`config.mk`:
```
export PLATFORM = sky130hd
export DESIGN_NAME = pipe_stage_skid
export DESIGN_NICKNAME = d
export VERILOG_FILES = /design/src/rtl/pipe_pkg.sv /design/src/rtl/pipe_entry.sv /design/src/rtl/pipe_stage_skid.sv
export SDC_FILE = /design/constraint.sdc
export NUM_CORES = 1
export LEC_CHECK = 0
export CORE_ASPECT_RATIO = 2
export CORE_UTILIZATION = 50
export DETAILED_ROUTE_END_ITERATION = 6
export PLACE_DENSITY = 0.83
export SYNTH_ARGS = -nofsm -noshare
export SYNTH_HDL_FRONTEND = slang
export SYNTH_SLANG_ARGS = --single-unit
```
`constraint.sdc`:
```
create_clock -name clk -period 5.7 [get_ports clk]
set_clock_uncertainty 0.2 [all_clocks]
set_input_delay 1.14 -clock clk [delete_from_list [all_inputs] [get_ports clk]]
set_output_delay 1.14 -clock clk [all_outputs]
set_load 0.01 [all_outputs]
```
`src/rtl/pipe_pkg.sv`:
```
// Shared definitions for the inter-stage pipeline registers: stage state
// encoding plus control/data bundle layouts for each CPU stage boundary.
package pipe_pkg;

  typedef enum logic [1:0] {
    ST_EMPTY = 2'd0,
    ST_ONE   = 2'd1,
    ST_FULL  = 2'd2
  } stage_state_t;

  // ID/EX control bundle field offsets
  localparam int ID_EX_ALUOP_LSB    = 0;
  localparam int ID_EX_ALUOP_W      = 4;
  localparam int ID_EX_ALUSRC_BIT   = 4;
  localparam int ID_EX_REGDST_BIT   = 5;
  localparam int ID_EX_BRANCH_BIT   = 6;
  localparam int ID_EX_MEMREAD_BIT  = 7;
  localparam int ID_EX_MEMWRITE_BIT = 8;
  localparam int ID_EX_MEMTOREG_BIT = 9;
  localparam int ID_EX_REGWRITE_BIT = 10;
  localparam int ID_EX_JUMP_BIT     = 11;
  localparam int ID_EX_CTRL_W       = 12;

  // EX/MEM and MEM/WB carry only the fields still needed downstream
  localparam int EX_MEM_MEMREAD_BIT  = 0;
  localparam int EX_MEM_MEMWRITE_BIT = 1;
  localparam int EX_MEM_MEMTOREG_BIT = 2;
  localparam int EX_MEM_REGWRITE_BIT = 3;
  localparam int EX_MEM_CTRL_W       = 4;

  localparam int MEM_WB_MEMTOREG_BIT = 0;
  localparam int MEM_WB_REGWRITE_BIT = 1;
  localparam int MEM_WB_CTRL_W       = 2;

  // Data bundle widths per boundary
  localparam int IF_ID_DATA_W  = 48;
  localparam int ID_EX_DATA_W  = 64;
  localparam int EX_MEM_DATA_W = 56;
  localparam int MEM_WB_DATA_W = 40;

endpackage

```
`src/rtl/pipe_entry.sv`:
```
// One pipeline entry: valid flag plus control and data registers.
// Clear drops valid and ctrl but keeps data; clear beats load.
module pipe_entry
  import pipe_pkg::*;
#(
  parameter int CTRL_W = ID_EX_CTRL_W,
  parameter int DATA_W = ID_EX_DATA_W
) (
  input  logic              clk,
  input  logic              rst,
  input  logic              load,
  input  logic              clear,
  input  logic [CTRL_W-1:0] in_ctrl,
  input  logic [DATA_W-1:0] in_data,
  output logic              valid,
  output logic [CTRL_W-1:0] ctrl,
  output logic [DATA_W-1:0] data
);

  logic              valid_reg;
  logic [CTRL_W-1:0] ctrl_reg;
  logic [DATA_W-1:0] data_reg;

  always_ff @(posedge clk) begin
    if (rst) begin
      valid_reg <= 1'b0;
      ctrl_reg  <= '0;
      data_reg  <= '0;
    end else if (clear) begin
      valid_reg <= 1'b0;
      ctrl_reg  <= '0;
    end else if (load) begin
      valid_reg <= 1'b1;
      ctrl_reg  <= in_ctrl;
      data_reg  <= in_data;
    end
  end

  assign valid = valid_reg;
  assign ctrl  = ctrl_reg;
  assign data  = data_reg;

endmodule

```
`src/rtl/pipe_stage_skid.sv`:
```
// Pipeline boundary register with valid/ready handshake, flush and an
// optional two-entry skid buffer that registers in_ready.
module pipe_stage_skid
  import pipe_pkg::*;
#(
  parameter int CTRL_W = ID_EX_CTRL_W,
  parameter int DATA_W = ID_EX_DATA_W,
  parameter bit SKID   = 1'b1
) (
  input  logic              clk,
  input  logic              rst,
  input  logic              flush,
  input  logic              in_valid,
  output logic              in_ready,
  input  logic [CTRL_W-1:0] in_ctrl,
  input  logic [DATA_W-1:0] in_data,
  output logic              out_valid,
  input  logic              out_ready,
  output logic [CTRL_W-1:0] out_ctrl,
  output logic [DATA_W-1:0] out_data,
  output logic [1:0]        occupancy
);

  logic              acc;
  logic              rel;
  logic              m_load;
  logic              m_clear;
  logic              m_valid;
  logic [CTRL_W-1:0] m_ctrl;
  logic [DATA_W-1:0] m_data;
  logic [CTRL_W-1:0] m_in_ctrl;
  logic [DATA_W-1:0] m_in_data;
  logic              s_valid;

  assign acc = in_valid & in_ready;
  assign rel = m_valid & out_ready;

  pipe_entry #(.CTRL_W(CTRL_W), .DATA_W(DATA_W)) u_main (
    .clk     (clk),
    .rst     (rst),
    .load    (m_load),
    .clear   (m_clear),
    .in_ctrl (m_in_ctrl),
    .in_data (m_in_data),
    .valid   (m_valid),
    .ctrl    (m_ctrl),
    .data    (m_data)
  );

  generate
    if (SKID) begin : g_skid
      stage_state_t      state_reg, state_next;
      logic              in_ready_reg;
      logic              s_load, s_clear, m_from_skid;
      logic [CTRL_W-1:0] s_ctrl;
      logic [DATA_W-1:0] s_data;

      pipe_entry #(.CTRL_W(CTRL_W), .DATA_W(DATA_W)) u_skid (
        .clk     (clk),
        .rst     (rst),
        .load    (s_load),
        .clear   (s_clear),
        .in_ctrl (in_ctrl),
        .in_data (in_data),
        .valid   (s_valid),
        .ctrl    (s_ctrl),
        .data    (s_data)
      );

      always_ff @(posedge clk) begin
        if (rst) begin
          state_reg    <= ST_EMPTY;
          in_ready_reg <= 1'b1;
        end else begin
          state_reg    <= state_next;
          in_ready_reg <= (state_next != ST_FULL);
        end
      end

      always_comb begin
        state_next  = state_reg;
        m_load      = 1'b0;
        m_clear     = 1'b0;
        s_load      = 1'b0;
        s_clear     = 1'b0;
        m_from_skid = 1'b0;
        if (flush) begin
          state_next = ST_EMPTY;
          m_clear    = 1'b1;
          s_clear    = 1'b1;
        end else begin
          case (state_reg)
            ST_EMPTY: if (acc) begin
              state_next = ST_ONE;
              m_load     = 1'b1;
            end
            ST_ONE: begin
              if (acc && rel) begin
                m_load = 1'b1;
              end else if (acc) begin
                state_next = ST_FULL;
                s_load     = 1'b1;
              end else if (rel) begin
                state_next = ST_EMPTY;
                m_clear    = 1'b1;
              end
            end
            ST_FULL: if (rel) begin
              state_next  = ST_ONE;
              m_load      = 1'b1;
              m_from_skid = 1'b1;
              s_clear     = 1'b1;
            end
            default: state_next = ST_EMPTY;
          endcase
        end
      end

      assign in_ready  = in_ready_reg;
      assign m_in_ctrl = m_from_skid ? s_ctrl : in_ctrl;
      assign m_in_data = m_from_skid ? s_data : in_data;
    end else begin : g_pass
      // Ready passes straight through from downstream
      assign in_ready  = ~m_valid | out_ready;
      assign m_load    = acc & ~flush;
      assign m_clear   = flush | (rel & ~acc);
      assign m_in_ctrl = in_ctrl;
      assign m_in_data = in_data;
      assign s_valid   = 1'b0;
    end
  endgenerate

  // Bubbles never present live control bits (RegWrite/MemWrite)
  assign out_valid = m_valid;
  assign out_ctrl  = m_valid ? m_ctrl : '0;
  assign out_data  = m_data;
  assign occupancy = {1'b0, m_valid} + {1'b0, s_valid};

endmodule

```
==> summary.txt <==
Finish
  • Storage cell area: 3140 um2
  • Final #Nets: 926
  • Multi-input gate area: 3380 um2
  • Highest-count cells in the layout ignoring fill and taps: clkdlybuf4s50_1, dfxtp_1, nand2_1
  • FILL cells: 1,050
  • Commonest non-fill, non-tap cell in the layout: clkdlybuf4s50_1
  • P&R area growth vs syn: 31.5%
  • Share of cells above drive strength 1: 12.7%

Die
  • Core area: 13,400 um2
  • DIE AREA: 14,300 um2
  • Die span in x: 85.0 um
  • Die Ht: 168 um
  • Initial Util: 51.3%
  • IO Pins: 161
  • Rows: 60

Setup path
  • Critical path arrival: 3400 ps
  • Worst setup EP type: flop
  • Delay-heaviest family, CP: simple AND/OR/NAND/NOR gates
  • Max incr delay on CP: 770 ps
  • Slowest stage cell, crit path: nand2b_4
  • Terminus of the critical flop-to-flop path: u_main.data[45]
  • Kind of critical path: in2reg
  • CP max FO: 56
  • Stages on worst setup path: 6
  • Crit path from: out_ready
  • RR Startpoint: u_main.valid
  • Worst EP required: 5750 ps
  • Worst r2r path cells: 5
  • Worst path bufs/invs: 2
  • Cells along the critical path: clkdlybuf4s50_1 -> and4b_1 -> or2_1 -> nand2b_4 -> buf_4 -> a221oi_2
  • Crit start category: input pin
  • R2R setup slack: 2930 ps

Clock tree
  • Clock-pin transition on the worst setup and hold timing paths: 60 ps
  • Root buf cell: clkbuf_16
  • H-tree depth: 4
  • Skew-Pair Late Insertion Delay: 420 ps
  • Total CTS buffers: 17
  • Cts repair resizes: 0
  • CTS Sinks: 157
  • Max Root-Sink Buffers: 2
  • CTS tree: yes
  • Post-CTS Setup Bufs: 0
  • Hold-fix buffers, CTS: 0

Route
  • DR iter-0 viols: 257
  • Routed WL: 17.4 mm
  • Antenna viol nets, final: 0
  • Drt wl/cell: 17.2 um
  • Number of remaining DRC errors: 0
  • Via-per-instance ratio: 5.74
  • Vias: 5,817
  • DR pass1 iterations: 4

Global routing
  • Met2 usage: 44.2%
  • Met1 Use GR: 26.5%
  • Busiest layer in global routing: met2
  • First-pass GRT wire length: 27.8 mm
  • Initial antenna violation count: 1
  • Vias in the first global route: 5,684
  • Grt ovf: 0
  • Tot GR Track Use: 24.6%
  • GR Util met3: 3.48%
  • Largest net degree at the start of global routing: 83

Placed design
  • Final RePlAce weighted congestion: 0.821
  • Post-DP HPWL: 10.5 mm
  • Worst slack, placed: 1940 ps
  • Port Buffers: 160

STA
  • Tcrit/Tclk final: 58.8%
  • Slew Limit Headroom: 27.7%
  • Sum Neg Setup Slack: 0 ps
  • Count of final setup violators: 0
  • RSZ-0062 raised after global routing: no
  • Least-Margin Pin Slew: 1080 ps
  • Final WS setup: 2350 ps
  • Min cycle time layout: 3350 ps
  • Slew Viols, Final: 0
  • Peak Freq: 298 MHz
  • Final hold vios: 0

Synth
  • Seq/Total Area, Yosys: 45.6%
  • Synth top area share: 45.6%
  • Distinct cell type count after synthesis: 31
  • Yosys reg bits: 157
  • Mean area per synthesized cell: 9.51 um2
  • Post-synthesis net count: 806
  • Asr flop ratio synth: 0%
  • Synth top area cells: dfxtp_1, a221oi_2, mux2i_1, nand2_1, a21oi_1
  • Synthesized area: 6890 um2
  • Largest area contributor in the netlist: dfxtp_1
  • EDFF count, synth: 0
  • Yosys warns: 0
  • Synth Instances: 724
  • Ys flop type: dfxtp_1

Hold path
  • HP Start: g_skid.u_skid.data[61]
  • End of the worst hold path: g_skid.u_skid.data[61]
  • Worst hold stages: 2
  • Worst min path class: reg2reg

Status
  • Run status: finished, final reports clean

Power and ir drop
  • Peak supply drop: 227 uV
  • Pwr Density: 305 nW/um2
  • Leakage: 2.95 nW

Flow run
  • Number of max-cap violations: 0
[cells in the mapped netlist (2+ instances only)]
cell type,n
nor2_1,68
nand2_1,156
nand2b_1,2
a21oi_1,89
and2_1,14
mux2i_1,76
dfxtp_1,157
buf_2,12
clkbuf_1,31
buf_6,10
a221oi_1,4
o21a_1,2
buf_4,14
o31ai_1,12
nand3_1,2
a221oi_2,60
[power by group]
group	internal, mW	total (mW)	switching, mW
registers	1.14	1.17	0.0289
logic	0.167	0.325	0.158
clock network	0.806	1.26	0.455
[cells by family (layout without fill, tap and decap cells)]
kind of cell               Yosys count  after routing  share of synthesized area (%)
other                                0              1                              0
DFF                                157            157                           45.6
buffers and inverters               68            201                           5.78
adders and majority gates            1              1                          0.182
AOI/OAI and AO/OA                  170            170                           22.0
muxes                               77             77                           11.2
and+or+nand+nor                    251            251                           15.2
[metrics by stage]
step / util (%) / std cells / total power, mW / area, um2 / hold slack (ps)
3_5_place_dp: 62.4 / 980 / 1.52 / 8390 / 246
6_report: 67.4 / 1013 / 2.76 / 9060 / 252
2_1_floorplan: - / 724 / 1.35 / 6890 / 236
4_1_cts: 67.4 / 1012 / 2.77 / 9050 / 255
5_1_grt: 67.4 / 1013 / 2.84 / 9060 / 268
3_3_place_gp: 62.4 / 980 / 1.51 / 8390 / 241
[per-layer routing]
layer	up-vias	part of all wire [%]
met4	0	5.0
met1	2787	38
li1	2797	-
met3	50	3.4
met2	183	53
met5	-	0
[layout make-up]
cell class | instances | share of cell area [%]
clock buffer | 20 | 5.04
tap | 155 | 2.14
timing repair buffer | 168 | 18.5
multi-input combinational | 499 | 37.3
inverter | 1 | 0.0414
clock inverter | 12 | 2.29
sequential | 157 | 34.7
antenna | 1 | 0.0276
[tightest hold or removal path: cells and delay by family (launching register included)]
kind	cells	cell delay, ps
simple gates	1	50
flops	1	300
compound gates	1	50
[worst max-delay path by stage]
stage	end	slack (ps)
finish	u_main.data[45]	2350
floorplan	g_skid.u_skid.ctrl[10]	3060
global placement	u_main.data[48]	1950
detailed placement	u_main.data[41]	1940
CTS	u_main.data[41]	2350
global route	u_main.data[45]	2250
No activity file was read; power rests on OpenSTA's default activity.
